==> src/rtl/uart_tx_arb.sv <==
// uart_tx_arb: round-robin arbiter that feeds four byte requesters into one
// shared UART transmitter. Each frame flows through accept, start, wait for
// the stop bit, and an optional idle gap. A watchdog abandons any frame
// whose tx_done never arrives.
module uart_tx_arb (
  input  logic        clk,
  input  logic        rst,
  input  logic [3:0]  req_valid,
  input  logic [31:0] req_data,
  output logic [3:0]  req_ready,
  output logic        tx_start,
  output logic [7:0]  tx_data,
  input  logic        tx_busy,
  input  logic        tx_done,
  input  logic [7:0]  gap_cycles,
  output logic [1:0]  grant_id,
  output logic [15:0] frame_cnt,
  output logic        timeout_err
);

  typedef enum logic [1:0] {IDLE, SEND, WAIT, GAP} state_t;

  state_t      state_q;
  logic [3:0]  req_ready_q;
  logic [7:0]  tx_data_q;
  logic [1:0]  grant_q;
  logic [15:0] frame_cnt_q;
  logic        timeout_q;
  logic [7:0]  gap_q;
  logic [9:0]  wd_q;

  logic [1:0]  sel_d;
  logic [7:0]  sel_byte;

  // Round-robin pick: scan from grant+4 (lowest priority) down to grant+1
  // (highest priority), so the last hit is the nearest requester after the
  // previous grant.
  always_comb begin
    sel_d = grant_q;
    for (int k = 4; k >= 1; k--) begin
      if (req_valid[grant_q + 2'(k)]) begin
        sel_d = grant_q + 2'(k);
      end
    end
  end

  assign sel_byte = req_data[{sel_d, 3'b000} +: 8];

  // Arbiter FSM: accept, start, wait for the frame end, optional gap.
  always_ff @(posedge clk) begin
    if (rst) begin
      state_q     <= IDLE;
      req_ready_q <= '0;
      tx_data_q   <= '0;
      grant_q     <= 2'd3;
      frame_cnt_q <= '0;
      timeout_q   <= 1'b0;
      gap_q       <= '0;
      wd_q        <= '0;
    end else begin
      req_ready_q <= '0;
      case (state_q)
        IDLE: begin
          if (|req_valid) begin
            tx_data_q   <= sel_byte;
            grant_q     <= sel_d;
            req_ready_q <= 4'b0001 << sel_d;
            state_q     <= SEND;
          end
        end
        SEND: begin
          if (!tx_busy) begin
            wd_q    <= '0;
            state_q <= WAIT;
          end
        end
        WAIT: begin
          if (tx_done) begin
            frame_cnt_q <= frame_cnt_q + 16'd1;
            if (gap_cycles == 8'd0) begin
              state_q <= IDLE;
            end else begin
              gap_q   <= gap_cycles;
              state_q <= GAP;
            end
          end else if (wd_q == 10'd1023) begin
            timeout_q <= 1'b1;
            state_q   <= IDLE;
          end else begin
            wd_q <= wd_q + 10'd1;
          end
        end
        GAP: begin
          gap_q <= gap_q - 8'd1;
          if (gap_q == 8'd1) begin
            state_q <= IDLE;
          end
        end
        default: state_q <= IDLE;
      endcase
    end
  end

  // The start strobe has to coincide with the first SEND cycle in which the
  // transmitter is free, so it is decoded from the state register and the
  // live tx_busy rather than registered a cycle late.
  assign tx_start    = (state_q == SEND) && !tx_busy;
  assign req_ready   = req_ready_q;
  assign tx_data     = tx_data_q;
  assign grant_id    = grant_q;
  assign frame_cnt   = frame_cnt_q;
  assign timeout_err = timeout_q;

endmodule

==> config.mk <==
export PLATFORM = sky130hd
export DESIGN_NAME = uart_tx_arb
export DESIGN_NICKNAME = d
export VERILOG_FILES = /design/src/rtl/uart_tx_arb.sv
export SDC_FILE = /design/constraint.sdc
export NUM_CORES = 1
export LEC_CHECK = 0
export CAP_MARGIN = 20
export CORE_MARGIN = 3
export CORE_UTILIZATION = 51
export CTS_CLUSTER_DIAMETER = 100
export DETAILED_ROUTE_END_ITERATION = 16
export PLACE_DENSITY = 0.82
export SYNTH_ARGS = -nofsm -noshare
export SYNTH_HDL_FRONTEND = slang
export SYNTH_SLANG_ARGS = --single-unit
==> constraint.sdc <==
create_clock -name clk -period 2.91 [get_ports clk]
set_clock_uncertainty 0.05 [all_clocks]
set_input_delay 0.7275 -clock clk [delete_from_list [all_inputs] [get_ports clk]]
set_output_delay 0.7275 -clock clk [all_outputs]
set_load 0.03 [all_outputs]
* After elaboration in Yosys (flattened, before gate mapping) *
Cells that the tools add are included.

cells by class
  add/subtract/negate cells = 6
  $lt $le $gt $ge = 3
  equality and inequality tests = 13
  shift-type cells = 2
  multiplexer cells = 23
  bitwise gates (word level) = 3
  reductions and logical operators = 14

operators with widths
  operator                 number
  $shiftx A32 B6 Y8        1
  $mux W10                 3
  $pmux W10 S2             1
  $mux W2                  9
  $add A16 B1 Y16 const B  1
  $mux W8                  2
  $pmux W8 S2              1
  $ne A2 B2 Y1 const B     7
  $add A10 B1 Y10 const B  1
  $eq A10 B10 Y1 const B   1
  $lt A2 B3 Y1 const B     3
  $eq A8 B1 Y1 const B     1
  $logic_not A8 Y1         1
  $pmux W2 S4              1
  $reduce_and A4 Y1        2
  $sub A8 B1 Y8 const B    1
  $bmux W1 S2              3
  $reduce_and A3 Y1        2
  $add A2 B2 Y2 const B    2
  $eq A2 B2 Y1 const B     2
  $reduce_and A2 Y1        2
  $reduce_bool A2 Y1       2
  $reduce_or A4 Y1         1
  $shl A1 B2 Y4 const A    1
  9 further kinds          13

storage, ports and cells
  flip-flop bits (word level) = 51
  bits of input ports = 48
  output and inout port bits = 32
  word-level logic and storage cells = 72

* Logic depth before layout (Yosys ltp) *
  depth after elaboration = 7
  mapped depth = 8
  gate-level depth less buffers = 6

* Worst setup path after synthesis *
No wires, ideal clock.

  path kind = input to output
  start point = input port tx_busy
  end point = output port tx_start
  data arrival time = 1335 ps
  data required time = 2132 ps
  slack = 798 ps
  stages on the path = 4
  buffers on the path = 1
  cells stage by stage = nor2_1 > nand2_1 > clkbuf_1 > inv_1

between the ends
  longest elaborated chain between the ends = 2

RTL lines
  item                 RTL line  text
  start: declaration   13        input logic tx_busy,
  $logic_not A1 Y1     107       assign tx_start = (state_q == SEND) && !tx_busy;
  $logic_and A1 B1 Y1  107
  end: declaration     11        output logic tx_start,

No other way between the ends.

* Worst setup path in the final report *
  start point = input port req_valid[1]
  end point = register tx_data_q[5] (netlist: tx_data[5])

between the ends
  longest elaborated chain between the ends = 6
  elaborated cells on any way between the ends = 12
  classes of those cells = shift: 1; mux: 9; reduce/logical: 2

RTL lines
  item                           RTL line  text
  start: declaration             8         input logic [3:0] req_valid,
  $bmux W1 S2                    41        if (req_valid[grant_q + 2'(k)]) begin
  $mux W1 (not written as such)  41
  $mux W2 (3 in series)          41
  $shiftx A32 B6 Y8              47        assign sel_byte = req_data[{sel_d, 3'b000} +: 8];
  end signal: assignment         65        tx_data_q <= sel_byte;
  end: declaration               25        logic [7:0] tx_data_q;

Several ways; a longest one is shown, not always the timed one. The select of a mux whose other input is x is not followed.
A chain may end at the register's enable or synchronous reset.

==> results.json <==
{
  "status": "complete, no violations",
  "cts_sinks": 51,
  "async_reset_ff_share_pct": 0,
  "holdCritPathClass": "reg -> reg",
  "drc": 0,
  "setup_violations": 0,
  "rsz0062_at_grt": "false",
  "synth_top_cells_by_area": "dfxtp_1, xnor2_1, nor2_1",
  "nets": 442,
  "worst_slew_pin_slew_ps": 608,
  "max_cap_viol_count": 0,
  "cp-start-kind": "primary input",
  "crit_arrival_ps": 2630,
  "reg2reg_slack_ps": 990,
  "numCtsBuffers": 5,
  "pwr-share-seq_pct": 41.3,
  "seq_area_sq_um": 1020,
  "start_util_pct": 55.2,
  "detail-route-antenna-nets": 0,
  "whs_ps": 431,
  "p_int_uw": 1320,
  "p_comb_share_pct": 38.2,
  "finalSetupTns_ps": 0,
  "irDropWorstVdd_mv": 0.390,
  "post-route-period-util_pct": 84.4,
  "grt_pass1_wl_mm": 11.5,
  "n_fill_cell": 408,
  "dieArea_sq_um": 6260,
  "max_freq_mhz": 407,
  "worstHoldStart": "timeout_err",
  "ys_ff_latch": 51,
  "worstSetupEndpointType": "register",
  "drive_above_1_share_pct": 9.72,
  "die_w_microns": 79.1,
  "grt_max_degree": 22,
  "overflow": 0,
  "dp_cells": 450,
  "p_sw_uw": 778,
  "drtIter0Drc": 77,
  "ys_warn_count": 0,
  "ys_seq_area_share_pct": 37.4,
  "portBuffers": 79,
  "crit_fanout": 9,
  "cts_max_level": 2,
  "synth_top_area_share_pct": 37.4,
  "hold_viol": 0,
  "postSynthCellCount": 312,
  "pin_count": 80,
  "yosysTopAreaCell": "dfxtp_1",
  "vias": 2549,
  "synth-main-ff-cell": "dfxtp_1",
  "placed_area_sq_um": 3560,
  "cts_buffer_depth": 2,
  "cp-startpoint": "req_valid[1]",
  "clockPowerShare_pct": 20.4,
  "clock_latency_ps": 310,
  "cp.required_ps": 3090,
  "cp_slowest_stage_delay_ps": 600,
  "cts_resized": 0,
  "antenna_cells": 0,
  "stdcell_area_sq_um": 3650,
  "post-cts-setup-buffer-count": 0,
  "grtUsageTotal_pct": 22.8,
  "fin_crit_ps": 2450,
  "path_cells": "clkdlybuf4s50_1 > nor4_1 > nor3_1 > nand3_1 > buf_4 > a211oi_2 > a211oi_1",
  "path_clk_slew_ps": 100,
  "syn_to_final_growth_pct": 34.0,
  "hpwl_mm": 5.22,
  "synth_cell_types": 55,
  "clockRootBuffer": "clkbuf_8",
  "criticalPathCategory": "in -> reg",
  "sw_frac_of_total_pct": 37.2,
  "cts_tree": "yes",
  "core-area_sq_um": 4940,
  "stdcell_count": 458,
  "path_delay_family": "simple AND/OR/NAND/NOR gates",
  "die_y_microns": 79.1,
  "synth_edf_count": 0,
  "postCtsHoldBufs": 0,
  "syn-mean-instance-area_sq_um": 8.74,
  "vias_per_cell": 5.57,
  "place_congestion": 0.805,
  "multi_input_area_sq_um": 1550,
  "routedWlPerCell_microns": 14.8,
  "grt_pass1_vias": 2442,
  "syn_area_sq_um": 2730,
  "worst-path-buf-inv": 2,
  "cp_slowest_cell": "nor4_1",
  "p_leak_uw": 0.00135,
  "num_rows": 25,
  "slew-limit-headroom_pct": 59.1,
  "dr.pass1.iters": 4,
  "syn-num-nets": 364,
  "slew_violations": 0,
  "antenna_found_initial": 0,
  "wl_mm": 6.76,
  "powerDensity_nw_per_um2": 573,
  "rr_startpoint": "state_q[1]"
}
==> placed cells by master, fill, tap and decap left out, types with 7 or more instances in the layout <==
master / instances
a21oi_1: 17
nor3_1: 7
nor2_1: 32
dfxtp_1: 51
clkdlybuf4s50_1: 78
xor2_1: 10
mux2i_1: 8
nand2_1: 26
o21bai_1: 9
a211oi_2: 8
inv_1: 13
xnor2_1: 18
nand3_1: 14
a31oi_1: 10
buf_4: 10
a211oi_1: 11
==> registers in the layout, summed over array words and instances (netlist names) <==
register / cells
tx_data: 8
grant_id: 2
gap_q: 8
frame_cnt: 16
timeout_err: 1
state_q: 2
req_ready: 4
wd_q: 10
==> metal layers <==
layer | share of wire, % | global-route usage, %
met5 | 0 | 0
met4 | 1.1 | 5.67
met3 | 4.9 | 3.85
met2 | 51 | 40.3
met1 | 43 | 28.7
==> Yosys cell counts (5+ instances only) <==
cell type  count
nand3_1       14
dfxtp_1       51
xor2_1        10
a211oi_2       8
mux2i_1        8
nand4_1        5
xnor2_1       18
clkbuf_1       9
nor3_1         7
a211oi_1      11
a31oi_1       10
o21bai_1       9
inv_1         13
nand2_1       26
a21oi_1       17
nor2_1        32
==> final timing paths <==
check | to | cells after the start
max | tx_data[5] | 7
min | timeout_err | 2
max reg2reg | wd_q[9] | 6
min reg2reg | timeout_err | 2
==> kinds of logic after synthesis <==
family          count (synthesis)  synth area share [%]
mux                             8                  2.94
xor+xnor                       28                  8.99
fa+ha+maj                       4                  1.84
simple gates                  114                  22.0
flops                          51                  37.4
buf+inv                        31                  5.87
compound gates                 76                  20.9
==> power by group through the flow <==
stage / combinational [uW] / clock (uW) / sequential (uW)
floorplan: 467 / 0 / 954
global placement: 782 / 0 / 876
global route: 871 / 466 / 878
detailed placement: 799 / 0 / 879
CTS: 803 / 434 / 864
finish: 801 / 428 / 865
==> area by class of cell <==
type | count | area share, %
flip-flops and latches | 51 | 28.0
inverters | 13 | 1.34
clock inverters | 3 | 0.651
multi-input cells | 230 | 42.3
clock buffers | 5 | 1.88
well taps | 67 | 2.30
repair buffers | 89 | 23.6
==> worst min-delay path, cell delays in order, from the launching register on <==
cell	delay, ps
dfxtp_1	340
a21oi_1	40
nor2_1	70
==> stage by stage <==
step	setup WS [ps]	power [uW]	util (%)
final	455	2090	73.9
after global routing	252	2220	73.9
after CTS	477	2100	73.9
after detailed placement	160	1680	72.0
after global placement	325	1660	71.9
after floorplan	798	1420	-
No activity file was read; power rests on OpenSTA's default activity.
